### config.mk
export PLATFORM = sky130hd
export DESIGN_NAME = count_seq_flat
export DESIGN_NICKNAME = d
export VERILOG_FILES = /design/src/rtl/count_seq_pkg.sv /design/src/rtl/count_seq_if.sv /design/src/rtl/count_seq_rate_div.sv /design/src/rtl/count_seq.sv /design/src/flat_wrapper.sv
export SDC_FILE = /design/constraint.sdc
export NUM_CORES = 1
export LEC_CHECK = 0
export CAP_MARGIN = 20
export CORE_UTILIZATION = 30
export DETAILED_ROUTE_END_ITERATION = 7
export SLEW_MARGIN = 0
export SYNTH_ARGS = -nofsm -noshare
export SYNTH_HDL_FRONTEND = slang
export SYNTH_SLANG_ARGS = --single-unit
### constraint.sdc
create_clock -name Clock -period 1.8 [get_ports Clock]
set_clock_uncertainty 0.1 [all_clocks]
set_input_delay 0.27 -clock Clock [delete_from_list [all_inputs] [get_ports Clock]]
set_output_delay 0.27 -clock Clock [all_outputs]
set_load 0.01 [all_outputs]
### src/rtl/count_seq_pkg.sv
// count_seq_pkg: shared state type and count width for the count sequencer
package count_seq_pkg;
  localparam int COUNT_W = 8;
  typedef enum logic [2:0] {IDLE, CLEAR, RUN, PAUSE, DONE} stateT;
endpackage

### src/rtl/count_seq_if.sv
// count_seq_if: link between the sequencer and the 8-bit counter it drives
interface count_seq_if;
  import count_seq_pkg::*;
  logic [COUNT_W-1:0] CounterValue;
  logic CounterEnable;
  logic CounterClear;
  modport master(input CounterValue, output CounterEnable, output CounterClear);
  modport slave(output CounterValue, input CounterEnable, input CounterClear);
endinterface

### src/rtl/count_seq_rate_div.sv
// count_seq_rate_div: loadable down-counter that sets the spacing of enable pulses
module count_seq_rate_div #(
  parameter int W = 4
) (
  input  logic         Clock,
  input  logic         Reset,
  input  logic         Load,
  input  logic         Freeze,
  input  logic [W-1:0] LoadValue,
  output logic         Zero
);
  logic [W-1:0] count;
  always_ff @(posedge Clock)
    if (Reset) count <= '0;
    else if (Load) count <= LoadValue;
    else if (!Freeze && count != '0) count <= count - W'(1);
  assign Zero = count == '0;
endmodule

### src/rtl/count_seq.sv
// count_seq: sequences an external 8-bit counter up to a limit; COUNT_SEQ_PAUSE_EN enables Pause
module count_seq import count_seq_pkg::*; #(
  parameter int DIV_W = 4
) (
  input  logic               Clock,
  input  logic               Reset,
  input  logic               Start,
  input  logic               Stop,
  input  logic               Pause,
  input  logic               Continuous,
  input  logic [COUNT_W-1:0] Limit,
  input  logic [DIV_W-1:0]   Period,
  count_seq_if.master        ctr,
  output logic               Busy,
  output logic               Done,
  output logic               Wrap
);
  stateT state, nextState;
  logic [COUNT_W-1:0] limitReg;
  logic [DIV_W-1:0] periodReg;
  logic contReg, divLoad, divFreeze, divZero, pauseReq, start, atLimit;
`ifdef COUNT_SEQ_PAUSE_EN
  assign pauseReq = Pause;
`else
  logic unusedPause;
  assign unusedPause = Pause;
  assign pauseReq = 1'b0;
`endif
  assign start = state == IDLE && Start && !Stop;
  assign atLimit = ctr.CounterValue == limitReg;
  always_ff @(posedge Clock)
    if (Reset) begin
      state <= IDLE;
      limitReg <= '0;
      periodReg <= '0;
      contReg <= 1'b0;
    end else begin
      state <= nextState;
      if (start) begin
        limitReg <= Limit;
        periodReg <= Period;
        contReg <= Continuous;
      end
    end
  // the limit check wins over a due pulse so the counter never overshoots
  always_comb begin
    nextState = state;
    ctr.CounterEnable = 1'b0;
    Wrap = 1'b0;
    divLoad = 1'b0;
    divFreeze = 1'b1;
    case (state)
      IDLE: nextState = start ? CLEAR : IDLE;
      CLEAR: begin
        nextState = Stop ? IDLE : RUN;
        divLoad = 1'b1;
      end
      RUN:
        if (Stop) nextState = IDLE;
        else if (pauseReq) nextState = PAUSE;
        else if (atLimit) begin
          nextState = contReg ? CLEAR : DONE;
          Wrap = contReg;
        end else begin
          divFreeze = 1'b0;
          ctr.CounterEnable = divZero;
          divLoad = divZero;
        end
      PAUSE: nextState = Stop ? IDLE : (pauseReq ? PAUSE : RUN);
      DONE: nextState = IDLE;
      default: nextState = IDLE;
    endcase
  end
  assign Done = state == DONE && !Stop;
  assign ctr.CounterClear = state == CLEAR;
  assign Busy = state != IDLE;
  count_seq_rate_div #(.W(DIV_W)) rateDiv (
    .Clock(Clock),
    .Reset(Reset),
    .Load(divLoad),
    .Freeze(divFreeze),
    .LoadValue(periodReg),
    .Zero(divZero)
  );
endmodule

### src/flat_wrapper.sv
// flat-port wrapper written by rule: the top's interface ports become plain ports
module count_seq_flat import count_seq_pkg::*;
#(
  parameter int DIV_W = 4
)
  (Clock, Reset, Start, Stop, Pause, Continuous, Limit, Period, Busy, Done, Wrap, ctr_CounterValue, ctr_CounterEnable, ctr_CounterClear);
  count_seq_if ctr_i ();
  input  logic Clock;
  input  logic Reset;
  input  logic Start;
  input  logic Stop;
  input  logic Pause;
  input  logic Continuous;
  input  logic [COUNT_W-1:0] Limit;
  input  logic [DIV_W-1:0] Period;
  output logic Busy;
  output logic Done;
  output logic Wrap;
  input wire logic [$bits(ctr_i.CounterValue)-1:0] ctr_CounterValue;
  output wire logic [$bits(ctr_i.CounterEnable)-1:0] ctr_CounterEnable;
  output wire logic [$bits(ctr_i.CounterClear)-1:0] ctr_CounterClear;
  assign ctr_i.CounterValue = ctr_CounterValue;
  assign ctr_CounterEnable = ctr_i.CounterEnable;
  assign ctr_CounterClear = ctr_i.CounterClear;
  count_seq #(.DIV_W(DIV_W)) u_core (.Clock(Clock), .Reset(Reset), .Start(Start), .Stop(Stop), .Pause(Pause), .Continuous(Continuous), .Limit(Limit), .Period(Period), .ctr(ctr_i), .Busy(Busy), .Done(Done), .Wrap(Wrap));
endmodule
==> reports/metrics.csv <==
stage;metric;value;unit
timing;fmax;0.542;GHz
cts;Reg clk slew, reported paths;0.11;ns
setup_path;cells along the critical path;xnor2_2, nand4_1, buf_4, o21ai_4, nor2_1, buf_2;
finish;Layout Nets;196;
timing;final hold vios;0;
yosys;area leader, netlist;dfxtp_1;
cts;Clock Latency Late Sink;0.30;ns
grt;Overall Global Routing Usage;14.8;%
yosys;Synth Area in Simple Gates;26.2;%
finish;final instance area;1620;um2
setup_path;critical path required time;1.43;ns
yosys;Synth Area in Compound Gates;9.83;%
yosys;Post-Syn Nets;143;
timing;post-layout min period;1.84;ns
floorplanning;Die Ht;60.3;um
yosys;Yosys top cell area share;39.3;%
floorplanning;Starting Density;32.6;%
power;Worst VDD drop;0.429;mV
drt;Post-DRT Antenna Nets;0;
yosys;multiplexer share of the synthesized area;12.8;%
timing;Worst slew margin;78.9;%
cts;clock tree root buffer cell;clkbuf_4;
run;max cap viols;0;
placement;HPWL after detailed placement;1.90;mm
cts;clock sink count;20;
setup_path;slowest cell delay on critical path;0.37;ns
finish;antenna cell count;0;
floorplanning;Die ar.;3630;um2
setup_path;CP Max Fanout;3;
floorplanning;I/O pin cnt;31;
yosys;Cell Area, Synth;1020;um2
floorplanning;Core ar.;3130;um2
placement;Port Buffer Count;29;
min_path;Hold Crit Class;in -> reg;
cts;TritonCTS clock tree;done;
finish;commonest non-fill, non-tap cell in the layout;nor2_1;
timing;Least-Margin Pin Slew;0.309;ns
setup_path;Worst setup EP type;primary output;
placement;area post-placement;1470;um2
grt;met3 Use GR;4.55;%
yosys;sequential fraction of the synthesis area;39.3;%
run_status;outcome;finished, violations left;
yosys;synth warn;0;
run_status;failing checks;negative setup slack;
yosys;Synth area leaders;dfxtp_1 39%, mux2i_1 13%, nor2_1 12%, xnor2_1 6.9%, nor4b_1 2.6%;
yosys;synthesized instance count;115;
timing;Final WS setup;-0.0445;ns
drt;via count;991;
timing;setup violators final;2;
timing;RSZ-0062 raised after global routing;yes;
drt;# DRC;0;
placement;GP Congestion;0.842;
drt;DRT iter0 DRCs;32;
grt;Top Usage Layer GRT;met2;
setup_path;cell family with most CP delay;flip-flops;
yosys;XOR/XNOR Fraction of Synth Area;6.88;%
finish;commonest cells after routing, fill and taps aside;32 x nor2_1, 22 x buf_4, 15 x clkdlybuf4s50_1, 13 x mux2i_1, 12 x dfxtp_1;
grt;pin count of the biggest net entering global routing;13;
drt;Routed Wire Length;2.51;mm
placement;Setup Slack @ Placement;-0.432;ns
cts;CTS Buf Count;3;
floorplanning;Die Wd;60.3;um
cts;htree depth;1;
setup_path;CP max-delay cell;dfxtp_2;
drt;wire per inst;11.9;um
yosys;Synth Area in Adders;2.46;%
yosys;register bit total from synthesis;20;
yosys;largest family of logic cells by synthesized area;simple AND/OR/NAND/NOR gates;
power;Tot Pwr;1070;uW
yosys;Unique masters post-synth;31;
finish;layout cell share with drive strength beyond 1;29.9;%
setup_path;WP data arrival;1.47;ns
power;PD cells;660;nW/um2
timing;Hold WS;0.289;ns
power;static leakage;0.000723;uW
setup_path;crit path launch type;register;
grt;vias in the first global route;916;
timing;final worst-path cycle share;102;%
grt;GRT met2 Usage;25.4;%
timing;Final Slew Violations;0;
cts;hold_buf cts;0;
setup_path;Crit Path Class;reg -> out;
drt;DRT Pass-1 Iters;4;
cts;Bufs on Longest Clock Path;2;
yosys;syn avg cell area;8.86;um2
floorplanning;Rows;20;
finish;area delta synth->final;58.8;%
timing;Fin Setup TNS;-0.0623;ns
grt;gr ovfl total;0;
grt;first-pass GRT wire length;3.95;mm
grt;grt met1 use;17.6;%
drt;DR vias/cell;4.70;
setup_path;Buf+Inv Stages, Crit Path;2;
grt;initial antenna violation count;0;
-- synthesized netlist by cell type --
library cell and number:
nor2_1 32, dfxtp_1 20, mux2i_1 13, xnor2_1 8
nand2_1 4, nor4b_1 3, o21ai_0 3, a31oi_1 2
clkbuf_1 2, ha_1 2, inv_1 2, nand3_1 2
nand4_1 2, nor3_1 2, nor3b_1 2, a2111oi_0 1
a2111oi_2 1, a21oi_1 1, a2bb2oi_1 1, a32oi_1 1
buf_4 1, inv_2 1, nand2_2 1, nand3b_1 1
nor4_1 1, nor4b_4 1, o21ai_2 1, o22a_1 1
o31a_1 1, or3_1 1, or3_2 1
-- worst reg2reg max path, cell delays in order, from the launching register on --
cell	delay (ns)
dfxtp_2	0.37
xnor2_2	0.11
nand4_1	0.17
buf_4	0.19
o21ai_4	0.15
buf_4	0.18
nor2_1	0.06
a2111oi_2	0.31
-- power by group --
group	switching (uW)	leakage (uW)	internal (uW)	total, uW
sequential	19.9	0.000167	465	485
combinational	86.2	0.000529	132	218
clock	140	0.0000279	225	365
total	246	0.000723	822	1070
-- flip-flops by register name, indices dropped and copies added (netlist names) --
| name | flops |
|---|---|
| u_core.limitReg | 8 |
| u_core.periodReg | 4 |
| u_core.rateDiv.count | 4 |
| u_core.state | 3 |
| u_core.contReg | 1 |
-- cell type report --
class | instances | area, um2
repair buffers | 51 | 438
flip-flops and latches | 20 | 410
multi-input cells | 89 | 651
inverters | 3 | 11.3
clock buffers | 3 | 22.5
clock inverters | 1 | 30.0
well taps | 44 | 55.1
fillers | 312 | 1510
-- metrics by stage --
step / util, % / std cells
after detailed placement: 47.0 / 201
after floorplan: - / 115
after CTS: 49.3 / 208
after global placement: 47.0 / 201
after global routing: 51.7 / 211
final: 51.7 / 211
-- logic make-up after synthesis --
kind of cell               count (synthesis)
adders and majority gates                  2
and+or+nand+nor                           53
buffers and inverters                      6
AOI/OAI and AO/OA                         13
muxes                                     13
DFF                                       20
xor gates and xnor gates                   8
-- per-layer routing --
metal	share of wire, %	vias up
li1	-	505
met4	0.84	0
met2	49	22
met5	0	-
met3	4.8	2
met1	46	462
-- what timing repair did --
| item | in CTS | in global routing |
|---|---|---|
| pin swaps | 9 | 7 |
| setup buffers | 3 | 3 |
| gates resized for setup | 27 | 15 |
| setup endpoints to repair | 5 | 8 |
-- path summary, 6_finish.rpt --
| check | depth (start not counted) | slack [ns] | to | start |
|---|---|---|---|---|
| worst max-delay path | 6 | -0.04 | ctr_CounterEnable | u_core.limitReg[5] |
| worst min register to register | 1 | 0.39 | u_core.state[2] | u_core.contReg |
| worst min-delay path | 4 | 0.29 | u_core.state[0] | Stop |
| worst max register to register | 7 | 0.07 | u_core.rateDiv.count[1] | u_core.limitReg[5] |
Power figures use the tool's default switching activity.
